[config.mk]
export PLATFORM = sky130hd
export DESIGN_NAME = vx_matrix_commit_merge
export DESIGN_NICKNAME = d
export VERILOG_FILES = /design/src/rtl/vx_matrix_commit_merge.sv
export SDC_FILE = /design/constraint.sdc
export NUM_CORES = 1
export LEC_CHECK = 0
export ABC_AREA = 1
export BUFFER_PORTS_ARGS = -buffer_cell sky130_fd_sc_hd__buf_2
export CORE_ASPECT_RATIO = 1.25
export CORE_UTILIZATION = 25
export DETAILED_ROUTE_END_ITERATION = 10
export GPL_TIMING_DRIVEN = 0
export REMOVE_ABC_BUFFERS = 1
export SLEW_MARGIN = 25
export SYNTH_ARGS = -nofsm -noshare
export SYNTH_HDL_FRONTEND = slang
export SYNTH_SLANG_ARGS = --single-unit
[constraint.sdc]
create_clock -name clk -period 11.1 [get_ports clk]
set_input_delay 1.11 -clock clk [delete_from_list [all_inputs] [get_ports clk]]
set_output_delay 1.11 -clock clk [all_outputs]
set_load 0.02 [all_outputs]
[src/rtl/vx_matrix_commit_merge.sv]
// Merges per-micro-op matrix commits into one macro-commit per warp macro instruction.
// Latency: macro-commit is registered, valid the cycle after the final micro-op handshake.
// Backpressure: single output slot; in_ready = !out_valid || out_ready, and a stalled slot freezes all trackers.
module vx_matrix_commit_merge #(
  parameter int NUM_WARPS  = 4,
  parameter int NW_BITS    = 2,
  parameter int UUID_WIDTH = 44,
  parameter int MI_BITS    = 2,
  parameter logic [MI_BITS-1:0] MLOAD_ID = MI_BITS'(1),
  parameter logic [MI_BITS-1:0] MMUL_ID  = MI_BITS'(2)
) (
  input  logic                  clk,
  input  logic                  reset,
  input  logic                  in_valid,
  output logic                  in_ready,
  input  logic [NW_BITS-1:0]    in_wid,
  input  logic [UUID_WIDTH-1:0] in_uuid,
  input  logic [MI_BITS-1:0]    in_m_instr_id,
  input  logic [3:0]            in_m_idx,
  input  logic [3:0]            in_m_row_size,
  output logic                  out_valid,
  input  logic                  out_ready,
  output logic [NW_BITS-1:0]    out_wid,
  output logic [UUID_WIDTH-1:0] out_uuid,
  output logic [MI_BITS-1:0]    out_m_instr_id,
  output logic [4:0]            out_count,
  output logic [NUM_WARPS-1:0]  busy,
  output logic                  err_dup,
  output logic                  err_range,
  output logic                  err_uuid
);

  // Per-warp tracker state
  logic [NUM_WARPS-1:0]  trk_open;
  logic [UUID_WIDTH-1:0] trk_uuid [NUM_WARPS];
  logic [MI_BITS-1:0]    trk_id   [NUM_WARPS];
  logic [4:0]            trk_e    [NUM_WARPS];
  logic [15:0]           trk_mask [NUM_WARPS];

  // Decode of the incoming micro-op against its warp's tracker
  logic        accept;
  logic        is_mat;
  logic [4:0]  e_in;
  logic [4:0]  eff_e;
  logic        cur_open;
  logic        cur_match;
  logic [15:0] bit_sel;
  logic [15:0] full_mask;
  logic [15:0] base_mask;
  logic [15:0] new_mask;
  logic        range_err;
  logic        uuid_err;
  logic        dup_err;
  logic        mat_ok;
  logic        complete;
  logic        emit;
  logic [4:0]  emit_count;

  assign in_ready = !out_valid || out_ready;
  assign accept   = in_valid && in_ready;
  assign busy     = trk_open;

  // Classify the micro-op, compute the updated mask and pick the single error (range > uuid > dup)
  always_comb begin
    is_mat     = (in_m_instr_id == MLOAD_ID) || (in_m_instr_id == MMUL_ID);
    // MMUL carries one extra micro-op; 5-bit sum so row_size 15 gives 16
    e_in       = (in_m_instr_id == MMUL_ID) ? ({1'b0, in_m_row_size} + 5'd1)
                                            : {1'b0, in_m_row_size};
    cur_open   = trk_open[in_wid];
    cur_match  = (trk_uuid[in_wid] == in_uuid) && (trk_id[in_wid] == in_m_instr_id);
    // An open, matching tracker owns the expected count latched at open time
    eff_e      = (cur_open && cur_match) ? trk_e[in_wid] : e_in;
    bit_sel    = 16'd1 << in_m_idx;
    full_mask  = (eff_e >= 5'd16) ? 16'hFFFF : ((16'd1 << eff_e) - 16'd1);
    base_mask  = cur_open ? trk_mask[in_wid] : 16'd0;
    new_mask   = base_mask | bit_sel;
    range_err  = is_mat && (({1'b0, in_m_idx} >= eff_e) ||
                            ((in_m_instr_id == MLOAD_ID) && (in_m_row_size == 4'd0)));
    uuid_err   = is_mat && !range_err && cur_open && !cur_match;
    dup_err    = is_mat && !range_err && !uuid_err && cur_open && ((base_mask & bit_sel) != 16'd0);
    mat_ok     = is_mat && !range_err && !uuid_err && !dup_err;
    complete   = mat_ok && (new_mask == full_mask);
    emit       = !is_mat || complete;
    emit_count = is_mat ? eff_e : 5'd1;
  end

  // Tracker update: open/extend on a good micro-op, close on completion
  always_ff @(posedge clk) begin
    if (reset) begin
      trk_open <= '0;
      for (int i = 0; i < NUM_WARPS; i++) begin
        trk_uuid[i] <= '0;
        trk_id[i]   <= '0;
        trk_e[i]    <= '0;
        trk_mask[i] <= '0;
      end
    end else if (accept && mat_ok) begin
      trk_open[in_wid] <= !complete;
      trk_uuid[in_wid] <= in_uuid;
      trk_id[in_wid]   <= in_m_instr_id;
      trk_e[in_wid]    <= eff_e;
      trk_mask[in_wid] <= complete ? 16'd0 : new_mask;
    end
  end

  // Output slot: reload on emit, otherwise drain when downstream takes it
  always_ff @(posedge clk) begin
    if (reset) begin
      out_valid      <= 1'b0;
      out_wid        <= '0;
      out_uuid       <= '0;
      out_m_instr_id <= '0;
      out_count      <= '0;
    end else if (accept && emit) begin
      out_valid      <= 1'b1;
      out_wid        <= in_wid;
      out_uuid       <= in_uuid;
      out_m_instr_id <= in_m_instr_id;
      out_count      <= emit_count;
    end else if (out_ready) begin
      out_valid      <= 1'b0;
    end
  end

  // Error pulses, one cycle after the offending handshake
  always_ff @(posedge clk) begin
    if (reset) begin
      err_dup   <= 1'b0;
      err_range <= 1'b0;
      err_uuid  <= 1'b0;
    end else begin
      err_dup   <= accept && dup_err;
      err_range <= accept && range_err;
      err_uuid  <= accept && uuid_err;
    end
  end

endmodule

==> results of run 1 <==
==> path summary, 6_finish.rpt <==
kind	startpoint	end	slack, ns	cells past startpoint
max	in_wid[1]	trk_uuid[0][38]	2.45	30
min	out_uuid[39]	out_uuid[39]	0.47	2
max reg2reg	trk_uuid[2][33]	trk_uuid[0][38]	4.85	30
min reg2reg	out_uuid[39]	out_uuid[39]	0.47	2
==> metrics by stage <==
| step | area, um^2 | worst slack (ns) | setup TNS, ns |
|---|---|---|---|
| 6_report | 19300 | 2.45 | 0 |
| 5_1_grt | 19300 | 1.84 | 0 |
| 4_1_cts | 19300 | 2.47 | 0 |
| 3_5_place_dp | 18000 | 1.91 | 0 |
| 3_3_place_gp | 17400 | -7.49 | -1585.71 |
| 2_1_floorplan | 15800 | 1.26 | 0 |
==> synthesized netlist by cell type (all sizes together) (4+ instances only) <==
cell type	instances
a21oi	77
a221oi	4
a22oi	18
buf	53
clkbuf	48
clkinv	4
dfxtp	61
edfxtp	268
ha	8
inv	148
nand2	655
nand3	152
nand4	18
nor2	395
nor3	31
o21ai	8
o22ai	10
xor2	4
==> routing by layer <==
layer / global-route usage [%] / vias up
li1: - / 6579
met1: 18.3 / 6290
met2: 25.6 / 366
met3: 2.79 / 90
met4: 3.33 / 14
met5: 0 / -
==> cell families after synthesis <==
kind of cell | Yosys count | synth area share (%)
AO/OA/AOI/OAI | 123 | 4.38
XOR/XNOR | 5 | 0.269
adder cells (fa/ha/maj) | 8 | 0.614
buffers and inverters | 253 | 6.76
flip-flops | 329 | 56.8
AND/OR/NAND/NOR | 1256 | 31.1
==> worst register-to-register path, delay by kind of cell, from the launching register on <==
kind	cells	cell delay, ns
AOI/OAI and AO/OA	2	0.23
adders and majority gates	1	0.39
DFF	1	0.36
and+or+nand+nor	21	3.36
buffers and inverters	6	1.58
==> sequential cells by signal, summed over array words and instances (netlist names) <==
name and cells:
err_range 1, trk_id 8, busy 4, trk_mask 64, err_dup 1, out_count 5, out_uuid 44, out_m_instr_id 2
trk_e 20, err_uuid 1, out_wid 2, trk_uuid 176, out_valid 1
==> report_power, final <==
group	internal (uW)	switching [uW]	total [uW]
clock	747	503	1250
combinational	111	262	374
sequential	1400	18.8	1410
==> layout by cell type (no fill, tap or decap), drive strengths merged, types with 9 or more instances in the layout <==
master | synthesis | layout
nand2 | 655 | 655
nor2 | 395 | 395
edfxtp | 268 | 268
nand3 | 152 | 152
inv | 148 | 148
buf | 53 | 142
a21oi | 77 | 77
clkbuf | 48 | 64
dfxtp | 61 | 61
nor3 | 31 | 31
a22oi | 18 | 18
nand4 | 18 | 18
o22ai | 10 | 10
clkinv | 4 | 9
==> cell type report <==
cell class                 instances  area [um^2]  share of cell area, %
clock buffer                      64         1180                   6.13
clock inverter                     6         52.6                  0.273
inverter                         152          588                   3.05
multi-input combinational       1392         6010                   31.2
sequential                       329         9270                   48.1
tap                              848         1060                   5.50
timing repair buffer             142         1120                   5.81
==> qor.txt, run 1 <==
status: finished clean
top_reg_cell synth: edfxtp_1
relative slew slack: 31.0%
first-pass GRT wire length: 74600 um
Final Hold Vio Count: 0
std cell rows: 104
Setup Viol. Count Final: 0
HP Class: reg2reg
Skew-Pair Late Insertion Delay: 0.54 ns
top cell family by delay on the critical path: simple AND/OR/NAND/NOR gates
Post-CTS Resized: 0
Vias per Instance: 4.55
hold_buf cts: 0
Area Overhead vs Synth: 18.3%
initial antenna violation count: 13
Final Net Count: 2123
Remaining Overflow, GRT: 0
number of synthesized flops with an enable pin: 268
GRT Total Usage: 14.5%
Final ANT Viol Nets: 0
uppermost layer routed: met5
Worst EP arrival: 8.87 ns
CP Data Required Time: 11.32 ns
vias in the first global route: 12835
Power Total: 3040 uW
CTS tree: done
pin count of the biggest net entering global routing: 94
final core occ: 29.9%
post-synthesis sequential area ratio: 56.8%
worst-margin pin slew: 1.04 ns
WL final: 48500 um
Top Ports: 122
wire per inst: 16.5 um
CP bufs+invs: 8
Syn Inst Count: 1974
Die Span X: 230 um
placed cells: 2863
most frequent cell on the critical path: nand2_1
post-layout min period: 8.65 ns
RSZ-0062 raised after global routing: false
Mapped Avg Cell Area: 8.26 um^2
fmax: 0.116 GHz
die height: 288 um
maximum clock path buffer count: 3
via count: 13339
Yosys warnings: 0
clock-pin slew on the worst setup and hold paths: 0.06 ns
Starting DRT DRC Count: 1010
synth unique cells: 35
Startpoint Class: primary input
ys async rst share: 0%
Max rail drop VDD: 84.4 uV
Tcrit/Tclk final: 77.9%
CTS Buf Count: 38
H-Tree Depth: 2
max cap viols: 0
ranking of synthesized cells by area: edfxtp_1, nand2_1, nor2_1, dfxtp_1, nand3_1
Critical Path Fanout Max: 42
DPL Wire Length: 30500 um
Leak: 0.00844 uW
M1 WL: 20800 um
CTS sink cnt: 329
wire length on met2: 23900 um
postcts setup bufs: 0
Netlist Area Pre-Place: 16300 um^2
Initial Util: 25.3%
CP Class: in2reg
# fillers: 6877
Residual DRC: 0
largest area contributor in the netlist: edfxtp_1
Final Non-Filler Cells: 2933
layout cells sized above 1: 11.3%
CTS root buf: clkbuf_16
drt first pass iters: 6
core box area: 64400 um^2
# diodes: 0
Slew Viols, Final: 0
peak per-stage delay on the critical path: 0.87 ns
#FFs+latches synth: 329
GP Congestion: 0.853
PortBufs: 121
top cell type's share of synthesized area: 49.4%
CP max-delay cell: nand2_2
CP Capture Type: flop
Clock Skew: 0.0214 ns
Min Hold Slack: 0.471 ns
pwr dens: 158 nW/um^2
Die Area: 66300 um^2
metal3 WL: 2720 um
Power figures use the tool's default switching activity.
==> run 2: changes to the inputs <==
==> constraint.sdc (replaced) <==
create_clock -name clk -period 7.92 [get_ports clk]
set_input_delay 0.792 -clock clk [delete_from_list [all_inputs] [get_ports clk]]
set_output_delay 0.792 -clock clk [all_outputs]
set_load 0.02 [all_outputs]
==> run 2 against run 1 <==
Worst hold slack about the same. Critical path depth stayed put. Clock power increased by 40%. Sequential share of layout area fell by 0.087 points. Worst setup slack lost 1.9 ns. Utilization up 0.054 points. Sequential cell count unchanged. Combinational power grew 41%. Clock skew fell by 0.0015 ns. Clock-buffer cell count unchanged. Critical path type unchanged. Largest cell class unchanged.
==> qor.txt, run 2 (synthesized netlist as in run 1, its figures left out) <==
H-Tree Depth: 2 (unchanged)
WL final: 48500 um (about the same)
Top Registers: trk_uuid: 176 flops, trk_mask: 64 flops, out_uuid: 44 flops
Skew-Pair Late Insertion Delay: 0.54 ns (about the same)
CTS sink cnt: 329 (unchanged)
Die Span X: 230 um (unchanged)
RSZ-0062 raised after global routing: false
Tcrit/Tclk final: 92.7%
Max rail drop VDD: 118 uV (+40%)
Setup Viol. Count Final: 0 (unchanged)
DPL Wire Length: 30500 um (unchanged)
Startpoint Class: primary input
GP Congestion: 0.853 (unchanged)
Comb power frac: 12.3% (about the same)
CP Data Required Time: 8.14 ns (-3.18 ns)
Reg power frac: 46.5% (about the same)
maximum clock path buffer count: 3 (unchanged)
fmax: 0.136 GHz
initial antenna violation count: 13 (unchanged)
Final ANT Viol Nets: 0 (unchanged)
post-layout min period: 7.34 ns
Critical Path Start: in_wid[1]
drt first pass iters: 5 (-1)
Hold Path Depth: 2 (unchanged)
core box area: 64400 um^2 (unchanged)
Slew Viols, Final: 0 (unchanged)
status: finished clean
Reg with most FFs: trk_uuid
die height: 288 um (unchanged)
CTS root buf: clkbuf_16
Remaining Overflow, GRT: 0 (unchanged)
Leak: 0.00846 uW (+0.25%)
Critical Path Fanout Max: 42 (unchanged)
Power Total: 4260 uW (+40%)
max reg flops: 176 (unchanged)
placed cells: 2863 (unchanged)
wire per inst: 16.5 um (-0.17%)
# diodes: 0 (unchanged)
hold_sp: out_uuid[39]
Area Overhead vs Synth: 18.5%
pin count of the biggest net entering global routing: 94 (unchanged)
PortBufs: 121 (unchanged)
vias in the first global route: 12835 (unchanged)
CTS tree: done
relative slew slack: 39.9% (+8.9 points)
flop-to-flop setup slack: 1.71 ns (-3.14 ns)
Int Power: 3160 uW (+40%)
r2r worst-path depth: 30 (unchanged)
fin area: 19300 um^2 (+0.18%)
Initial Util: 25.3% (unchanged)
peak per-stage delay on the critical path: 0.51 ns (-0.36 ns)
final core occ: 30.0% (+0.054 points)
commonest non-fill, non-tap cell in the layout: nand2_1
Vias per Instance: 4.55 (+0.12%)
hold_buf cts: 0 (unchanged)
area post-placement: 18000 um^2 (unchanged)
most frequent cell on the critical path: nand2_1
worst-margin pin slew: 0.901 ns (-0.134 ns)
GRT Total Usage: 14.5% (unchanged)
layout cells sized above 1: 11.4% (+0.13 points)
HP Class: reg2reg
switch share: 25.8% (about the same)
Worst EP arrival: 7.56 ns (-1.31 ns)
Net Switching: 1100 uW (+40%)
clock-pin slew on the worst setup and hold paths: 0.06 ns (about the same)
via count: 13369 (+0.22%)
Final Net Count: 2126 (+0.14%)
most frequent cells in the layout: nand2_1, nor2_1, edfxtp_1
CP max-delay cell: nor2_2
Starting DRT DRC Count: 1023 (+1.3%)
Final Hold Vio Count: 0 (unchanged)
Residual DRC: 0 (unchanged)
CTS Buf Count: 38 (unchanged)
CP Class: in2reg
Worst R2R Start: trk_uuid[2][33]
Clock Skew: 0.0199 ns (-0.00152 ns)
std cell rows: 104 (unchanged)
pre-CTS setup slack: -0.953 ns (-2.86 ns)
first-pass GRT wire length: 74600 um (unchanged)
clock share of power: 41.1% (about the same)
Final Non-Filler Cells: 2936 (+0.10%)
Top Ports: 122 (unchanged)
Die Area: 66300 um^2 (unchanged)
pwr dens: 220 nW/um^2 (+40%)
setup ws final: 0.577 ns (-1.88 ns)
max cap viols: 0 (unchanged)
CP Capture Type: flop
## run 2: path summary, 6_finish.rpt
| kind | end |
|---|---|
| setup reg to reg | trk_uuid[0][2] |
| setup / recovery | trk_uuid[0][2] |
| hold / removal | out_uuid[39] |
| hold reg to reg | out_uuid[39] |
## run 2: what timing repair did
item | CTS | global route
setup endpoints to repair | 151 | 123
buffers inserted | 0 | 3
pin swaps | 0 | 1
endpoints found under the hold margin | 0 | 0
gates resized for setup | 2 | 3
## run 2: worst max-delay path: cells and delay by family
family | cells | cell delay, ns
fa+ha+maj | 1 | 0.39
simple gates | 18 | 3.39
buf+inv | 8 | 2.42
compound gates | 3 | 0.43
## run 2: final cells by class
type	instances	area (um^2)
Clock buffer	64	1180
Fill cell	6876	45100
Clock inverter	6	52.6
Tap cell	848	1060
Sequential cell	329	9270
Inverter	152	593
Timing Repair Buffer	145	1150
Multi-Input combinational cell	1392	6010
## run 2: power by group through the flow
stage	combinational [uW]	clock (uW)	sequential [uW]
after detailed placement	530	0	2020
after CTS	532	1790	1980
after floorplan	279	0	2060
after global routing	590	1850	1990
after global placement	493	0	2040
final	526	1750	1980
## run 2: metrics by stage
step	hold slack (ns)	TNS, ns
6_report	0.471	0
5_1_grt	0.497	0
4_1_cts	0.477	0
3_5_place_dp	0.463	-153.94
3_3_place_gp	0.453	-3173.66
2_1_floorplan	0.561	-216.16
## run 2: routing by layer
metal  vias to the layer above  GRT usage (%)  part of all wire (%)  wire length [um]
met5                         -              0                  0.21               100
met4                        14           3.33                   1.9               938
met3                        91           2.79                   5.7              2750
met2                       356           25.6                    49             23900
met1                      6323           18.3                    43             20700
li1                       6585              -                     -                 -
==> run 3: changes to the inputs <==
--- a/config.mk
+++ b/config.mk
@@ -11,6 +11,7 @@
 export CORE_UTILIZATION = 25
 export DETAILED_ROUTE_END_ITERATION = 10
 export GPL_TIMING_DRIVEN = 0
+export PLACE_DENSITY = 0.45
 export REMOVE_ABC_BUFFERS = 1
 export SLEW_MARGIN = 25
 export SYNTH_ARGS = -nofsm -noshare
==> run 3 against run 2 <==
Combinational power is 2% higher. Clock skew is 0.0011 ns higher. Utilization hardly changed. Wire length is 5.6% higher. Critical path type unchanged. Critical endpoint is now trk_uuid[0][30].
==> qor.txt, run 3 (synthesized netlist as in run 1, its figures left out) <==
status: finished clean
Top Registers: trk_uuid: 176 flops, trk_mask: 64 flops, out_uuid: 44 flops
vias in the first global route: 13265 (+3.4%)
most frequent cells in the layout: nand2_1, nor2_1, edfxtp_1
Skew-Pair Late Insertion Delay: 0.57 ns (+0.03 ns)
wire per inst: 17.4 um (+5.4%)
Top Ports: 122 (unchanged)
Initial Util: 25.3% (unchanged)
max reg flops: 176 (unchanged)
Setup TNS: 0 ns (unchanged)
DPL Wire Length: 32500 um (+6.6%)
Vias per Instance: 4.53 (-0.54%)
Tcrit/Tclk final: 92.1% (-0.58 points)
core box area: 64400 um^2 (unchanged)
Die Span X: 230 um (unchanged)
fmax: 0.137 GHz (+0.63%)
most frequent cell on the critical path: nand2_1
initial antenna violation count: 2 (-11)
# fillers: 6875 (-0.015%)
Final Hold Vio Count: 0 (unchanged)
GP Congestion: 0.857 (+0.56%)
commonest non-fill, non-tap cell in the layout: nand2_1
H-Tree Depth: 2 (unchanged)
CTS Buf Count: 40 (+5.3%)
CTS sink cnt: 329 (unchanged)
PortBufs: 121 (unchanged)
Final Net Count: 2129 (+0.14%)
Reg with most FFs: trk_uuid
Max rail drop VDD: 149 uV (+26%)
Leak: 0.00845 uW (-0.17%)
Setup Viol. Count Final: 0 (unchanged)
via count: 13320 (-0.37%)
Critical Path Fanout Max: 37 (-12%)
HP Class: reg2reg
Clock Skew: 0.0210 ns (+0.00112 ns)
RSZ-0062 raised after global routing: false
max cap viols: 0 (unchanged)
Remaining Overflow, GRT: 0 (unchanged)
CP Class: in2reg
worst-margin pin slew: 0.920 ns (+0.0180 ns)
Startpoint Class: primary input
Starting DRT DRC Count: 761 (-26%)
pin count of the biggest net entering global routing: 76 (-19%)
WL final: 51200 um (+5.6%)
relative slew slack: 38.6% (-1.3 points)
peak per-stage delay on the critical path: 0.45 ns (-0.06 ns)
maximum clock path buffer count: 3 (unchanged)
std cell rows: 104 (unchanged)
Die Area: 66300 um^2 (unchanged)
Slew Viols, Final: 0 (unchanged)
Power Total: 4230 uW (-0.59%)
CTS tree: done
pwr dens: 219 nW/um^2 (-0.71%)
Area Overhead vs Synth: 18.6%
postcts setup bufs: 0 (unchanged)
Residual DRC: 0 (unchanged)
CP Capture Type: flop
die height: 288 um (unchanged)
GRT Total Usage: 15.6% (+1.0 points)
fin area: 19300 um^2 (+0.12%)
drt first pass iters: 5 (unchanged)
layout cells sized above 1: 11.3% (-0.12 points)
CP max-delay cell: nor2_4
post-layout min period: 7.30 ns (-0.0462 ns)
area post-placement: 18100 um^2 (+0.35%)
CP Data Required Time: 8.16 ns (+0.02 ns)
first-pass GRT wire length: 78400 um (+5.1%)
Final ANT Viol Nets: 0 (unchanged)
Worst EP arrival: 7.54 ns (-0.02 ns)
CTS root buf: clkbuf_16
# diodes: 0 (unchanged)
clock-pin slew on the worst setup and hold paths: 0.06 ns (about the same)
[run 3: changes by cell type in the layout (fill, tap and decap cells not counted), sizes merged]
cell,before,now
nor2,395,396
clkbuf,64,63
bufinv,1,0
clkinv,9,13
inv,148,150
[run 3: where the power goes]
group	leakage, uW	switching, uW	internal, uW
sequential	0.00329	27.7	1960
combinational	0.00458	377	160
clock	0.000576	733	980
total	0.00845	1140	3100
[run 3: area by class of cell]
| class | instances | area [um^2] | share of cell area [%] |
|---|---|---|---|
| clock inverters | 11 | 63.8 | 0.330 |
| multi-input cells | 1393 | 6040 | 31.3 |
| inverters | 152 | 591 | 3.05 |
| flip-flops and latches | 329 | 9270 | 47.9 |
| repair buffers | 145 | 1180 | 6.12 |
| well taps | 848 | 1060 | 5.49 |
| clock buffers | 63 | 1130 | 5.84 |
[run 3: critical path: cells and delay by family]
kind                     cells  cell delay (ns)
buffers and inverters        9             2.62
AND/OR/NAND/NOR             18             3.13
adder cells (fa/ha/maj)      1             0.42
AO/OA/AOI/OAI                3             0.37
[run 3: what timing repair did]
action | in CTS | in global routing
endpoints found under the hold margin | 0 | 0
setup endpoints to repair | 115 | 89
hold buffers | 0 | 0
pin swaps | 0 | 1
gates cloned | 0 | 1
gates resized for setup | 2 | 4
[run 3: through the flow]
stage	hold WS (ns)	std cells	setup WS (ns)	util, %
final	0.470	2941	0.623	30.0
after global routing	0.503	2941	0.0588	30.0
after CTS	0.476	2940	0.204	30.0
after detailed placement	0.463	2866	-0.898	28.1
after global placement	0.455	2842	-11.26	27.1
after floorplan	0.561	1873	-1.60	-
[run 3: per-layer routing]
layer	vias up	global-route usage, %	share of wire, %
met1	6375	19.3	44
met3	74	2.31	4.2
met4	0	4.07	2.1
met2	280	28.1	49
li1	6591	-	-
met5	-	0	0
[run 3: worst paths after layout]
path	endpoint	cells after the start	startpoint	slack [ns]
max	trk_uuid[0][30]	31	in_wid[0]	0.62
min	out_uuid[10]	2	out_uuid[10]	0.47
max reg2reg	trk_uuid[0][30]	29	trk_uuid[2][24]	1.89
min reg2reg	out_uuid[10]	2	out_uuid[10]	0.47
